**config.mk**
```make
export PLATFORM = sky130hd
export DESIGN_NAME = tblink_rpc_cmdout_arb_flat
export DESIGN_NICKNAME = d
export VERILOG_FILES = /design/src/rtl/tblink_rpc_cmdout_arb_if.sv /design/src/rtl/tblink_rpc_cmdout_arb.sv /design/src/flat_wrapper.sv
export SDC_FILE = /design/constraint.sdc
export NUM_CORES = 1
export LEC_CHECK = 0
export ABC_AREA = 1
export BUFFER_PORTS_ARGS = -buffer_cell sky130_fd_sc_hd__buf_2
export CAP_MARGIN = 25
export CORE_MARGIN = 5
export CORE_UTILIZATION = 48
export CTS_CLUSTER_SIZE = 30
export DETAILED_ROUTE_END_ITERATION = 10
export PLACE_DENSITY = 0.82
export SYNTH_ARGS = -nofsm -noshare
export SYNTH_HDL_FRONTEND = slang
export SYNTH_SLANG_ARGS = --single-unit
```
**constraint.sdc**
```tcl
create_clock -name uclock -period 2.28 [get_ports uclock]
set_input_delay 0 -clock uclock [delete_from_list [all_inputs] [get_ports uclock]]
set_output_delay 0 -clock uclock [all_outputs]
set_load 0.01 [all_outputs]
```
**src/rtl/tblink_rpc_cmdout_arb_if.sv**
```systemverilog
// tblink_rpc_cmdout_arb_if: requester-side and downstream toggle-handshake signals of the command-out arbiter
interface tblink_rpc_cmdout_arb_if #(
  parameter int N_REQ     = 2,
  parameter int PARAMS_SZ = 1,
  parameter int RSP_SZ    = 1
);
  logic [8*N_REQ-1:0]           req_cmd;
  logic [8*N_REQ-1:0]           req_sz;
  logic [8*PARAMS_SZ*N_REQ-1:0] req_params;
  logic [N_REQ-1:0]             req_put_i;
  logic [N_REQ-1:0]             req_get_i;
  logic [8*RSP_SZ*N_REQ-1:0]    req_rsp;
  logic [8*N_REQ-1:0]           req_rsp_sz;
  logic [7:0]                   cmd_out;
  logic [7:0]                   cmd_out_sz;
  logic [8*PARAMS_SZ-1:0]       cmd_out_params;
  logic                         cmd_out_put_i;
  logic                         cmd_out_get_i;
  logic [8*RSP_SZ-1:0]          cmd_out_rsp;
  logic [7:0]                   cmd_out_rsp_sz;
  logic [N_REQ-1:0]             gnt;
  logic                         busy;
  modport slave (
    input  req_cmd, req_sz, req_params, req_put_i, cmd_out_get_i, cmd_out_rsp, cmd_out_rsp_sz,
    output req_get_i, req_rsp, req_rsp_sz, cmd_out, cmd_out_sz, cmd_out_params, cmd_out_put_i, gnt, busy
  );
  modport master (
    output req_cmd, req_sz, req_params, req_put_i, cmd_out_get_i, cmd_out_rsp, cmd_out_rsp_sz,
    input  req_get_i, req_rsp, req_rsp_sz, cmd_out, cmd_out_sz, cmd_out_params, cmd_out_put_i, gnt, busy
  );
endinterface

```
**src/rtl/tblink_rpc_cmdout_arb.sv**
```systemverilog
// tblink_rpc_cmdout_arb: round-robin sharing of one toggle-handshake command channel among N_REQ requesters
module tblink_rpc_cmdout_arb #(
  parameter int N_REQ     = 2,
  parameter int PARAMS_SZ = 1,
  parameter int RSP_SZ    = 1
) (
  input  logic                      uclock,
  input  logic                      reset,
  tblink_rpc_cmdout_arb_if.slave    bus
);
  localparam int LW = $clog2(N_REQ);
  typedef enum logic [1:0] {IDLE, WAIT, DONE} state_t;
  state_t           state;
  logic [LW-1:0]    last;
  logic [LW-1:0]    w;
  logic [LW-1:0]    win;
  logic [LW-1:0]    idx;
  logic [N_REQ-1:0] pend;
  assign pend = bus.req_put_i ^ bus.req_get_i;
  always_comb begin
    win = '0;
    idx = '0;
    for (int k = N_REQ; k >= 1; k--) begin
      idx = LW'((int'(last) + k) % N_REQ);
      win = pend[idx] ? idx : win;
    end
  end
  always_ff @(posedge uclock or posedge reset) begin
    if (reset) begin
      state              <= IDLE;
      last               <= LW'(N_REQ - 1);
      w                  <= '0;
      bus.req_get_i      <= '0;
      bus.req_rsp        <= '0;
      bus.req_rsp_sz     <= '0;
      bus.cmd_out        <= '0;
      bus.cmd_out_sz     <= '0;
      bus.cmd_out_params <= '0;
      bus.cmd_out_put_i  <= 1'b0;
      bus.gnt            <= '0;
      bus.busy           <= 1'b0;
    end else begin
      case (state)
        IDLE: if (|pend) begin
          w                  <= win;
          bus.cmd_out        <= bus.req_cmd[8*win +: 8];
          bus.cmd_out_sz     <= bus.req_sz[8*win +: 8];
          bus.cmd_out_params <= bus.req_params[8*PARAMS_SZ*win +: 8*PARAMS_SZ];
          bus.cmd_out_put_i  <= ~bus.cmd_out_put_i;
          bus.gnt            <= N_REQ'(1) << win;
          bus.busy           <= 1'b1;
          state              <= WAIT;
        end
        WAIT: if (bus.cmd_out_get_i == bus.cmd_out_put_i) begin
          bus.req_rsp[8*RSP_SZ*w +: 8*RSP_SZ] <= bus.cmd_out_rsp;
          bus.req_rsp_sz[8*w +: 8]            <= bus.cmd_out_rsp_sz;
          state                               <= DONE;
        end
        DONE: begin
          bus.req_get_i[w] <= ~bus.req_get_i[w];
          last             <= w;
          bus.gnt          <= '0;
          bus.busy         <= 1'b0;
          state            <= IDLE;
        end
        default: state <= IDLE;
      endcase
    end
  end
endmodule

```
**src/flat_wrapper.sv**
```systemverilog
// flat-port wrapper written by rule: the top's interface ports become plain ports
module tblink_rpc_cmdout_arb_flat 
#(
  parameter int N_REQ     = 2,
  parameter int PARAMS_SZ = 1,
  parameter int RSP_SZ    = 1
)
  (uclock, reset, bus_req_cmd, bus_req_sz, bus_req_params, bus_req_put_i, bus_cmd_out_get_i, bus_cmd_out_rsp, bus_cmd_out_rsp_sz, bus_req_get_i, bus_req_rsp, bus_req_rsp_sz, bus_cmd_out, bus_cmd_out_sz, bus_cmd_out_params, bus_cmd_out_put_i, bus_gnt, bus_busy);
  tblink_rpc_cmdout_arb_if #(.N_REQ(N_REQ), .PARAMS_SZ(PARAMS_SZ), .RSP_SZ(RSP_SZ)) bus_i ();
  input  logic uclock;
  input  logic reset;
  input wire logic [$bits(bus_i.req_cmd)-1:0] bus_req_cmd;
  input wire logic [$bits(bus_i.req_sz)-1:0] bus_req_sz;
  input wire logic [$bits(bus_i.req_params)-1:0] bus_req_params;
  input wire logic [$bits(bus_i.req_put_i)-1:0] bus_req_put_i;
  input wire logic [$bits(bus_i.cmd_out_get_i)-1:0] bus_cmd_out_get_i;
  input wire logic [$bits(bus_i.cmd_out_rsp)-1:0] bus_cmd_out_rsp;
  input wire logic [$bits(bus_i.cmd_out_rsp_sz)-1:0] bus_cmd_out_rsp_sz;
  output wire logic [$bits(bus_i.req_get_i)-1:0] bus_req_get_i;
  output wire logic [$bits(bus_i.req_rsp)-1:0] bus_req_rsp;
  output wire logic [$bits(bus_i.req_rsp_sz)-1:0] bus_req_rsp_sz;
  output wire logic [$bits(bus_i.cmd_out)-1:0] bus_cmd_out;
  output wire logic [$bits(bus_i.cmd_out_sz)-1:0] bus_cmd_out_sz;
  output wire logic [$bits(bus_i.cmd_out_params)-1:0] bus_cmd_out_params;
  output wire logic [$bits(bus_i.cmd_out_put_i)-1:0] bus_cmd_out_put_i;
  output wire logic [$bits(bus_i.gnt)-1:0] bus_gnt;
  output wire logic [$bits(bus_i.busy)-1:0] bus_busy;
  assign bus_i.req_cmd = bus_req_cmd;
  assign bus_i.req_sz = bus_req_sz;
  assign bus_i.req_params = bus_req_params;
  assign bus_i.req_put_i = bus_req_put_i;
  assign bus_i.cmd_out_get_i = bus_cmd_out_get_i;
  assign bus_i.cmd_out_rsp = bus_cmd_out_rsp;
  assign bus_i.cmd_out_rsp_sz = bus_cmd_out_rsp_sz;
  assign bus_req_get_i = bus_i.req_get_i;
  assign bus_req_rsp = bus_i.req_rsp;
  assign bus_req_rsp_sz = bus_i.req_rsp_sz;
  assign bus_cmd_out = bus_i.cmd_out;
  assign bus_cmd_out_sz = bus_i.cmd_out_sz;
  assign bus_cmd_out_params = bus_i.cmd_out_params;
  assign bus_cmd_out_put_i = bus_i.cmd_out_put_i;
  assign bus_gnt = bus_i.gnt;
  assign bus_busy = bus_i.busy;
  tblink_rpc_cmdout_arb #(.N_REQ(N_REQ), .PARAMS_SZ(PARAMS_SZ), .RSP_SZ(RSP_SZ)) u_core (.uclock(uclock), .reset(reset), .bus(bus_i));
endmodule
```
# Yosys cells after proc, flatten, opt, wreduce, memory -nomap -nowiden
# Cells that the tools add are included.
op_classes:
  n_mux: 20
  reduce_logical: 8
  n_mul: 0
  n_eq_ne: 5
  n_div: 0
  bitwise: 3
  addsub: 3
  n_shift: 7
  order_cmp: 4
op_table:
  columns: ["cell", "n"]
  rows:
  - ["8-bit by 34-bit indexed part select with 16-bit output", 2]
  - ["16-bit by 5-bit indexed part select with 8-bit output", 3]
  - ["4-bit negation with 34-bit output", 1]
  - ["8-bit by 34-bit variable shift with 16-bit output, first input constant", 1]
  - ["16-bit bitwise mux", 2]
  - ["1-bit two-way mux", 10]
  - ["2-bit one-hot mux with 2 select lines", 2]
  - ["2-bit AND reduction", 4]
  - ["1-bit by 2-bit less-than comparator with 1-bit output, second input constant", 3]
  - ["2-bit two-way mux", 3]
  - ["2-bit by 1-bit inequality test with 1-bit output, second input constant", 2]
  - ["1-bit adder, second input constant", 2]
  - ["2-bit bitwise mux", 1]
  - ["2-bit by 1-bit equality test with 1-bit output, second input constant", 1]
  - ["2-bit equality test, second input constant", 1]
  - ["2-bit logical NOT", 1]
  - ["1-bit NOT", 2]
  - ["1-bit one-hot mux with 2 select lines", 1]
  - ["2-bit nonzero test", 1]
  - ["2-bit OR reduction", 1]
  - ["1-bit by 1-bit left shift with 2-bit output, first input constant", 1]
  - ["2-bit XOR", 1]
  - ["1-bit demux with 1-bit select", 1]
  - ["1-bit equality test", 1]
  - ["other kinds (2)", 2]
totals:
  mem_bits_ro: 0
  latch_bits: 0
  output_inout_bits: 62
  memories: 0
  ff_bits: 66
  mem_bits_rw: 0

# Longest topological paths before layout
logic_depth:
  ltp_word: 8
  mapped_depth: 9
  ltp_nobuf: 8

# Worst setup path before layout
# No wires, ideal clock.
synth_timing:
  path_kind: "register to register"
  start: "register u_core.bus.cmd_out_put_i"
  end: "register u_core.bus.req_rsp[11]"
  path_stages_with_launch: 6
  required_time_ps: 2162
  setup_time_ps: 118
  slack_ps: 1028
  path_buffers: 1
  t_arrival_ps: 1133
  path_cell_list: "dfrtp_1 > xnor2_2 > nand3_2 > buf_4 > nand2_1 > o21ai_2"
synth_between:
  elab_chain_cells: 2
synth_rtl:
  columns: ["item", "line", "text"]
  rows:
  - ["from (decl)", "tblink_rpc_cmdout_arb_if.sv:25", "output req_get_i, req_rsp, req_rsp_sz, cmd_out, cmd_out_sz, cmd_out_params, cmd_out_put_i, gnt, busy"]
  - ["from (signal assigned)", "tblink_rpc_cmdout_arb.sv:49", "bus.cmd_out_put_i <= ~bus.cmd_out_put_i;"]
  - ["1-bit equality test", "tblink_rpc_cmdout_arb.sv:54", "WAIT: if (bus.cmd_out_get_i == bus.cmd_out_put_i) begin"]
  - ["2-bit AND reduction (no source line)", null, null]
  - ["to (signal, indexed assignment)", "tblink_rpc_cmdout_arb.sv:55", "bus.req_rsp[8*RSP_SZ*w +: 8*RSP_SZ] <= bus.cmd_out_rsp;"]
  - ["to (decl)", "tblink_rpc_cmdout_arb_if.sv:25", null]
# Every way passes these cells.
# A chain may end at the register's enable or synchronous reset.

# Worst setup path after layout
layout_timing:
  start: "register u_core.bus.req_get_i[0]"
  end: "register u_core.bus.cmd_out[2]"
layout_between:
  elab_chain_cells: 6
layout_rtl:
  columns: ["item", "line", "text"]
  rows:
  - ["from (decl)", "tblink_rpc_cmdout_arb_if.sv:25", null]
  - ["from (signal, indexed assignment)", "tblink_rpc_cmdout_arb.sv:60", "bus.req_get_i[w] <= ~bus.req_get_i[w];"]
  - ["2-bit XOR (*)", "tblink_rpc_cmdout_arb.sv:19", "assign pend = bus.req_put_i ^ bus.req_get_i;"]
  - ["1-bit two-way mux (implied by the code) (2 in a row)", "tblink_rpc_cmdout_arb.sv:25", "win = pend[idx] ? idx : win;"]
  - ["1-bit two-way mux (2 in a row)", "tblink_rpc_cmdout_arb.sv:25", null]
  - ["16-bit by 5-bit indexed part select with 8-bit output", "tblink_rpc_cmdout_arb.sv:46", "bus.cmd_out <= bus.req_cmd[8*win +: 8];"]
  - ["to (signal assigned)", "tblink_rpc_cmdout_arb.sv:46", null]
  - ["to (decl)", "tblink_rpc_cmdout_arb_if.sv:25", null]
# Mark *: on every way between the ends. The rest lies on a longest branch, timed or not. The select of a mux whose other input is x is not followed.

==> metrics.txt <==
startpoint types flop; worst reg2reg startpoint u_core.bus.req_get_i[0]$_DFFE_PP0P_; Max-Cap Viols 0; via/cell ratio 4.778; Initial Utilization 49.34%; switching part of the total 40.59%; crit-path cells nand2_1 -> nand2_1 -> nand2_1 -> nand2_2 -> inv_4 -> nand3_1 -> dlygate4sd3_1 -> nand2_1; GRT Total Usage 20.71%; DR pass1 iterations 6; synth unique cells 24; Worst-path clk slew 70 ps; clk buf depth 2; row cnt 29; R2R setup slack 200 ps; Min-Delay Startpoint bus_req_cmd[8]; Final HPWL DP 5.492 mm; WL/cell 13.21 um; first-pass GRT wire length 14.03 mm; Leak 2.631 nW; Clock power frac 18.1%; final hold violations 0; Mapped Area 0.003133 mm2; relative slew slack 44.96%; Slowest-stage cell, CP dlygate4sd3_1; NetSw 2.377 mW; RSZ-0062 raised after global routing no; TritonCTS clock tree done; Worst EP required 2550 ps; Pwr Density 1288 mW/mm2; Critical Path Source u_core.bus.req_get_i[0]$_DFFE_PP0P_; Final Core Density 71.61%; final WL 8.495 mm; Final Skew 6.443 ps; clock tree root buffer cell clkbuf_8; initial antenna violation count 0; Syn-to-layout area delta 45.13%; Die W 90.79 um; io pins 131; kind of critical path flop to flop; final net count 630; status completed; sequential fraction of design power 35.3%; Slew @ Worst Pin 824.3 ps; Sink Count 66; Port Buf Inserts 130; H-tree depth 3; crit-path max FO 25; minimum clock period 2085 ps; peak supply drop 0.0006521 V; DIE AREA 0.008243 mm2; largest net degree at the start of global routing 42; hold path depth 5; final period utilization 91.43%; ANT nets after route 0; critical path capture point type flop; Internal 3.479 mW; crit path DAT 2350 ps; Post-Synthesis Cells 378; final max-slew violation count 0; Fmax 479.7 MHz; sequential-to-total area share from yosys stat 52.76%; post-synth net total 447; flops & latches, synth 66; Skew-Pair Late Insertion Delay 330 ps; layout cells sized above 1 32.33%; diodes inserted 0; setup total negative slack 0 ps; via count 3,072; fin cells 643; CP bufs+invs 2; RR Endpoint u_core.bus.cmd_out[2]$_DFFE_PP0P_; DR DRC count 0; Worst Hold Path EP u_core.bus.cmd_out[0]$_DFFE_PP0P_; delay-heaviest family, CP buffers and inverters; Hold Crit Class primary input to flop; Mean Syn Cell Area 8.288 um2; Die H 90.79 um; Initial DRC Count 137; Core Area 0.006350 mm2; GPL Wtd Cong 0.8164; vias in the first global route 3,023; CP max stage delay 590 ps; total power 5.856 mW; R2R depth 8; CP most frequent cell nand2_1; Gate power share 46.6%; Post-Place Cells 574; Remaining Overflow, GRT 0; final setup fails 0; total CTS buffers 9; Yosys warnings 0
==> metal layers <==
| metal | GRT usage [%] | up-vias | wire length [um] |
|---|---|---|---|
| met2 | 35.96 | 133 | 4442 |
| met3 | 3.417 | 33 | 477 |
| met1 | 24.14 | 1391 | 3206 |
| met4 | 11.49 | 0 | 369 |
| met5 | 0 | - | 0 |
| li1 | - | 1515 | - |
==> cells in the final DEF, fill, tap and decap left out, drive strengths merged <==
master / count
xnor2: 2
dlygate4sd3: 53
xor2: 2
nand4: 1
nor2: 4
buf: 136
a21oi: 1
and2: 1
inv: 75
clkinv: 4
bufinv: 2
dfrtp: 65
o21ai: 33
dfstp: 1
nand2: 124
o31ai: 1
nand3: 52
clkbuf: 9
==> area by class of cell <==
class / instances / area [um2]
Multi-Input combinational cell: 221 / 1075
Sequential cell: 66 / 1653
Tap cell: 77 / 96.34
Clock buffer: 9 / 123.9
Clock inverter: 7 / 92.59
Fill cell: 481 / 1803
Timing Repair Buffer: 189 / 1226
Inverter: 74 / 280.3
==> stage by stage <==
stage                     setup WS [ps]  hold WS, ps  instance area (um2)
after global placement            705.6        215.1                 3792
after floorplan                   626.8        150.4                 3133
after detailed placement          672.0        217.5                 3792
after global routing              42.62        25.44                 4547
after CTS                         127.9       0.9242                 4539
final                             195.4        8.515                 4547
==> registers in the layout (all words and copies together), names as in the netlist, 2 cells and up <==
name and count:
u_core.bus.req_rsp 16, u_core.bus.req_rsp_sz 16, u_core.bus.cmd_out 8, u_core.bus.cmd_out_params 8
u_core.bus.cmd_out_sz 8, u_core.bus.gnt 2, u_core.bus.req_get_i 2, u_core.state 2
==> worst max path at each step <==
stage	to	slack, ps	cells after the start
5_1_grt	u_core.bus.cmd_out[2]$_DFFE_PP0P_	40	8
6_report	u_core.bus.cmd_out[2]$_DFFE_PP0P_	200	8
3_5_place_dp	u_core.bus.cmd_out_params[6]$_DFFE_PP0P_	670	7
2_1_floorplan	u_core.bus.busy$_DFFE_PP0P_	630	1
4_1_cts	u_core.bus.cmd_out_params[5]$_DFFE_PP0P_	130	8
3_3_place_gp	u_core.bus.cmd_out_params[6]$_DFFE_PP0P_	710	7
==> tightest hold or removal path, cell delays in order <==
cell     delay, ps
buf_2           70
inv_1           30
nand3_1         60
nand3_1         80
nand2_1         60
==> cells in the mapped netlist <==
library cell	number	area share [%]
nand4_1	1	0.20
o21ai_2	17	4.8
nand2_4	1	0.36
o21ai_0	1	0.16
xnor2_1	1	0.28
buf_6	6	2.2
nor2_1	3	0.36
o21ai_1	15	2.4
inv_1	71	8.5
buf_4	4	0.96
xnor2_2	1	0.52
buf_2	7	1.1
dfstp_2	1	0.84
a21oi_1	1	0.16
inv_2	3	0.36
nand2_1	120	14
o31ai_1	1	0.24
dfrtp_1	65	52
and2_1	1	0.20
nand3_2	3	0.96
xor2_1	2	0.56
nand3_1	49	7.8
nor2_2	1	0.20
nand2_2	3	0.60
==> power groups by stage <==
| stage | clock network (mW) | logic, mW | registers (mW) |
|---|---|---|---|
| after floorplan | 0 | 1.48 | 2.30 |
| after global placement | 0 | 2.45 | 2.06 |
| after detailed placement | 0 | 2.53 | 2.08 |
| after CTS | 1.08 | 2.73 | 2.06 |
| after global routing | 1.13 | 3.04 | 2.13 |
| final | 1.06 | 2.73 | 2.07 |
==> what timing repair did <==
item / CTS / global route
endpoints found under the hold margin: 94 / 0
buffers inserted: 0 / 0
gates resized for setup: 0 / 3
setup endpoints to repair: 0 / 12
hold buffers: 53 / 0
==> cells by family after synthesis <==
kind of cell	after synthesis	synth area share (%)
AO/OA/AOI/OAI	35	7.707
flip-flops	66	52.76
AND/OR/NAND/NOR	182	25.08
buffers and inverters	91	13.10
XOR/XNOR	4	1.358
No activity file was read; power rests on OpenSTA's default activity.
